### src/rtl/instr_fetch_unit.sv
// instr_fetch_unit: RV32I instruction fetch front end.
// Owns the PC, keeps a single word read in flight to instruction memory, and buffers
// the returned word with its pre-split opcode/fun3/fun7 fields behind a valid/ready
// handshake. Redirects retarget the PC and any stale in-flight response is discarded.
// Optional feature: define FETCH_MISALIGN_TRAP_EN to make a redirect with a non-zero
// target low pair set a sticky misaligned flag and park the unit in HALT until reset.
// Without it the target low bits are cleared and misaligned is tied low.
module instr_fetch_unit #(
  parameter logic [31:0] RESET_PC = 32'h0000_0000
) (
  input  logic        clk,
  input  logic        rst,
  output logic        imem_req,
  output logic [31:0] imem_addr,
  input  logic        imem_rvalid,
  input  logic [31:0] imem_rdata,
  output logic        instr_valid,
  input  logic        instr_ready,
  output logic [31:0] instr,
  output logic [31:0] pc,
  output logic [6:0]  opcode,
  output logic [2:0]  fun3,
  output logic        fun7,
  input  logic        redirect,
  input  logic [31:0] redirect_pc,
  output logic        misaligned
);

  localparam logic [31:0] Nop = 32'h0000_0013;

  localparam logic [2:0] StIdle  = 3'd0;
  localparam logic [2:0] StReq   = 3'd1;
  localparam logic [2:0] StWait  = 3'd2;
  localparam logic [2:0] StValid = 3'd3;
  localparam logic [2:0] StFlush = 3'd4;
`ifdef FETCH_MISALIGN_TRAP_EN
  localparam logic [2:0] StHalt  = 3'd5;
`endif

  logic [2:0]  state_q, state_d;
  logic [31:0] pc_q, pc_d;
  logic [31:0] instr_q, instr_d;
  logic [31:0] target;
  logic        halted;

  assign target = {redirect_pc[31:2], 2'b00};

`ifdef FETCH_MISALIGN_TRAP_EN
  logic mis_q, mis_d;
  logic trap;

  assign halted     = (state_q == StHalt);
  assign trap       = redirect && !halted && (redirect_pc[1:0] != 2'b00);
  assign misaligned = mis_q;
`else
  // Low target bits are deliberately dropped in this build.
  logic unused_low;

  assign unused_low = ^redirect_pc[1:0];
  assign halted     = 1'b0;
  assign misaligned = 1'b0;
`endif

  // Next-state, PC and instruction-buffer update; redirect outranks everything else.
  always_comb begin
    state_d = state_q;
    pc_d    = pc_q;
    instr_d = instr_q;
`ifdef FETCH_MISALIGN_TRAP_EN
    mis_d   = mis_q;
`endif
    if (redirect && !halted) begin
      pc_d = target;
      unique case (state_q)
        // Request just left: its response is still coming and must be dropped.
        StReq: state_d = StFlush;
        // If the outstanding response lands this very cycle it is dropped now.
        StWait, StFlush: state_d = imem_rvalid ? StReq : StFlush;
        default: state_d = StReq;
      endcase
    end else begin
      case (state_q)
        StIdle: state_d = StReq;
        StReq:  state_d = StWait;
        StWait: begin
          if (imem_rvalid) begin
            instr_d = imem_rdata;
            state_d = StValid;
          end
        end
        StValid: begin
          if (instr_ready) begin
            pc_d    = pc_q + 32'd4;
            state_d = StReq;
          end
        end
        StFlush: begin
          if (imem_rvalid) begin
            state_d = StReq;
          end
        end
`ifdef FETCH_MISALIGN_TRAP_EN
        StHalt: state_d = StHalt;
`endif
        default: state_d = StIdle;
      endcase
    end
`ifdef FETCH_MISALIGN_TRAP_EN
    if (trap) begin
      mis_d   = 1'b1;
      state_d = StHalt;
    end
`endif
  end

  // State, PC and instruction buffer registers with synchronous reset.
  always_ff @(posedge clk) begin
    if (rst) begin
      state_q <= StIdle;
      pc_q    <= RESET_PC;
      instr_q <= Nop;
    end else begin
      state_q <= state_d;
      pc_q    <= pc_d;
      instr_q <= instr_d;
    end
  end

`ifdef FETCH_MISALIGN_TRAP_EN
  // Sticky misaligned-redirect flag, cleared only by reset.
  always_ff @(posedge clk) begin
    if (rst) begin
      mis_q <= 1'b0;
    end else begin
      mis_q <= mis_d;
    end
  end
`endif

  assign imem_req    = (state_q == StReq);
  assign imem_addr   = pc_q;
  assign instr_valid = (state_q == StValid);
  assign instr       = instr_q;
  assign pc          = pc_q;
  assign opcode      = instr_q[6:0];
  assign fun3        = instr_q[14:12];
  assign fun7        = instr_q[30];

endmodule
### config.mk
export PLATFORM = sky130hd
export DESIGN_NAME = instr_fetch_unit
export DESIGN_NICKNAME = d
export VERILOG_FILES = /design/src/rtl/instr_fetch_unit.sv
export SDC_FILE = /design/constraint.sdc
export NUM_CORES = 1
export LEC_CHECK = 0
export CAP_MARGIN = 20
export CORE_ASPECT_RATIO = 1.25
export CORE_MARGIN = 2
export CORE_UTILIZATION = 41
export CTS_BUF_LIST = sky130_fd_sc_hd__clkbuf_16
export CTS_CLUSTER_SIZE = 40
export DETAILED_ROUTE_END_ITERATION = 8
export PLACE_DENSITY_LB_ADDON = 0.1
export SETUP_SLACK_MARGIN = 0.15
export SYNTH_ARGS = -nofsm -noshare
export SYNTH_HDL_FRONTEND = slang
export SYNTH_SLANG_ARGS = --single-unit
### constraint.sdc
create_clock -name clk -period 2.1 [get_ports clk]
set_input_delay 0.42 -clock clk [delete_from_list [all_inputs] [get_ports clk]]
set_output_delay 0.42 -clock clk [all_outputs]
set_load 0.005 [all_outputs]
==> flow_summary.json <==
{
  "dieArea_um2": 9579,
  "most-common-layout-cells": "clkdlybuf4s50_1 (168), nand2_1 (85), dfxtp_1 (62), nor2_1 (40), a21oi_1 (34)",
  "clk_pin_slew_ps": 50,
  "critPathMaxFanout": 5,
  "cp_num_buf_inv": 1,
  "grt_first_pass_wirelength_mm": 16.83,
  "p_switching_uw": 827.6,
  "numCtsBuffers": 9,
  "arrival_ps": 1470,
  "multi_input_area_um2": 1797,
  "p_seq_share_pct": 40.0,
  "ys_seq_area_share_pct": 36.04,
  "grt_max_degree": 54,
  "netlist_top_cells_area": "dfxtp_1 (36%), buf_4 (10%), nand2_1 (8.8%)",
  "root_buffer": "clkbuf_16",
  "rows": 38,
  "drt_iter0_drc": 138,
  "numPortBuffers": 171,
  "outcome": "complete, no violations",
  "die_h_um": 108.9,
  "antenna_found_initial": 0,
  "ys_types": 52,
  "drive_above_1_share_pct": 12.99,
  "regArea_um2": 1308,
  "grt_overflow_total": 0,
  "final_common_cell": "clkdlybuf4s50_1",
  "rsz0062_at_grt": "true",
  "synth_area_leader_cell": "dfxtp_1",
  "cp-end-kind": "output port",
  "internal_power_mw": 2.563,
  "synthesis.instances": 457,
  "finalWorstPathRequiredPeriod_ps": 1893,
  "slowest_stage": "clkdlybuf4s50_1",
  "powerDensity_nw_per_um2": 601.2,
  "start_kind": "flip-flop",
  "syn_to_final_growth_pct": 56.17,
  "p_comb_share_pct": 17.3,
  "async_flop_share_pct": 0,
  "ioPinCount": 179,
  "antenna_cells": 0,
  "total_power_mw": 3.390,
  "yosysTopAreaCellShare_pct": 36.04,
  "synth_enable_flop_cells": 0,
  "postSynthAreaPerCell_um2": 7.901,
  "fmax_mhz": 528.3,
  "drv_cap": 0,
  "synth_ff_type": "dfxtp_1",
  "crit_family": "buffers and inverters",
  "worstSkewPairLatency_ps": 330,
  "cts_buffer_depth": 2,
  "setup-violations-final": 0,
  "nNetsFinal": 673,
  "htree_levels": 3,
  "p_leak_nw": 1.982,
  "holdBufCountCts": 0,
  "yosys_warnings": 0,
  "track_usage_pct": 22.24,
  "cp.required_ps": 1680,
  "routedWlPerCell_um": 14.67,
  "cts.sinks": 65,
  "gp_congestion": 0.8775,
  "coreArea_um2": 8606,
  "grt_pass1_vias": 3500,
  "drc": 0,
  "finalHoldViolations": 0,
  "switching_share_pct": 24.41,
  "ant_nets": 0,
  "worstSetupPathType": "flip-flop to output port",
  "fin_worst_skew_ps": 5.396,
  "viasPerCell": 5.130,
  "power_frac_clock_pct": 42.7,
  "wl_mm": 10.68,
  "synth_seq_cells": 65,
  "irDropWorstVdd_uv": 364.0,
  "drtPass1Iterations": 4,
  "vias": 3735,
  "max_stage_delay_ps": 520,
  "crit_chain": "nor2b_4 > and2_1 > clkdlybuf4s50_1",
  "fillers": 724,
  "die_x_um": 87.94,
  "drv_slew": 0,
  "synth_area_um2": 3611,
  "hp-class": "input pin to flip-flop",
  "initial_core_util_pct": 41.96,
  "dp_hpwl_mm": 7.730,
  "fin_crit_sh_pct": 90.14,
  "utilization_pct": 65.53,
  "cts_tree": "built"
}
## layer usage
metal	up-vias	track usage (%)	routed length, µm
met4	0	9.780	208
li1	1853	-	-
met1	1710	27.17	4406
met2	154	37.45	5303
met5	-	0	0
met3	18	4.542	762
## path summary, 6_finish.rpt
kind / from / depth (start not counted) / slack, ps / end
worst max-delay path: state_q[1] / 3 / 210 / instr_valid
worst min-delay path: instr_ready / 2 / 340 / state_q[1]
worst max register to register: imem_addr[6] / 4 / 280 / imem_addr[17]
worst min register to register: instr[15] / 2 / 450 / instr[15]
## cells in the mapped netlist, drive strengths merged (2+ instances only)
cell type,n
xor2,3
o21ai,7
xnor2,6
a311oi,10
or2,3
nand3,11
clkbuf,24
inv,8
a2111oi,8
nand4b,2
or3,6
nor2,40
buf,55
a21oi,34
nor4,12
o31ai,3
or4,2
nand2,85
nand4,16
and2,3
a31o,2
and4,9
a211oi,10
nor3,5
and3,3
nor3b,4
nand3b,4
mux2i,2
dfxtp,65
nor2b,3
## flip-flops by register name (all words and copies together), names as in the netlist
signal,count
state_q,3
instr,32
imem_addr,30
## layout make-up
type | count | area share [%]
Sequential cell | 65 | 23.19
Timing Repair Buffer | 210 | 36.65
Clock inverter | 7 | 1.109
Clock buffer | 9 | 3.994
Multi-Input combinational cell | 309 | 31.86
Tap cell | 120 | 2.663
Inverter | 8 | 0.5325
## kinds of logic (layout without fill, tap and decap cells)
| logic type | Yosys count | in the layout | synth area share (%) |
|---|---|---|---|
| buffers and inverters | 87 | 234 | 15.84 |
| AOI/OAI and AO/OA | 82 | 82 | 15.14 |
| other | 1 | 5 | 0.1039 |
| xor gates and xnor gates | 9 | 9 | 2.183 |
| and+or+nand+nor | 210 | 210 | 29.80 |
| muxes | 2 | 2 | 0.5544 |
| DFF | 65 | 65 | 36.04 |
| adders and majority gates | 1 | 1 | 0.3464 |
## power groups by stage
stage | sequential [mW] | clock (mW) | combinational (mW)
3_3_place_gp | 1.38 | 0 | 0.573
6_report | 1.36 | 1.45 | 0.587
3_5_place_dp | 1.38 | 0 | 0.579
4_1_cts | 1.36 | 1.48 | 0.583
2_1_floorplan | 1.38 | 0 | 0.255
5_1_grt | 1.37 | 1.53 | 0.635
## what timing repair did
item | CTS | global route
resized for setup | 7 | 12
setup endpoints to repair | 5 | 16
pin swaps | 2 | 3
setup buffers | 0 | 3
## stage by stage
step	hold WS, ps	std cells	setup WS, ps	setup TNS, ps	area (µm²)
after CTS	455.7	725	148.4	0	5580
after global routing	376.3	728	134.7	0	5639
after global placement	441.5	709	-217.1	-1428	5274
after floorplan	452.7	461	337.3	0	3626
after detailed placement	448.7	709	-249.0	-1880	5274
final	341.6	728	207.0	0	5639
(Power assumes the default switching activity.)
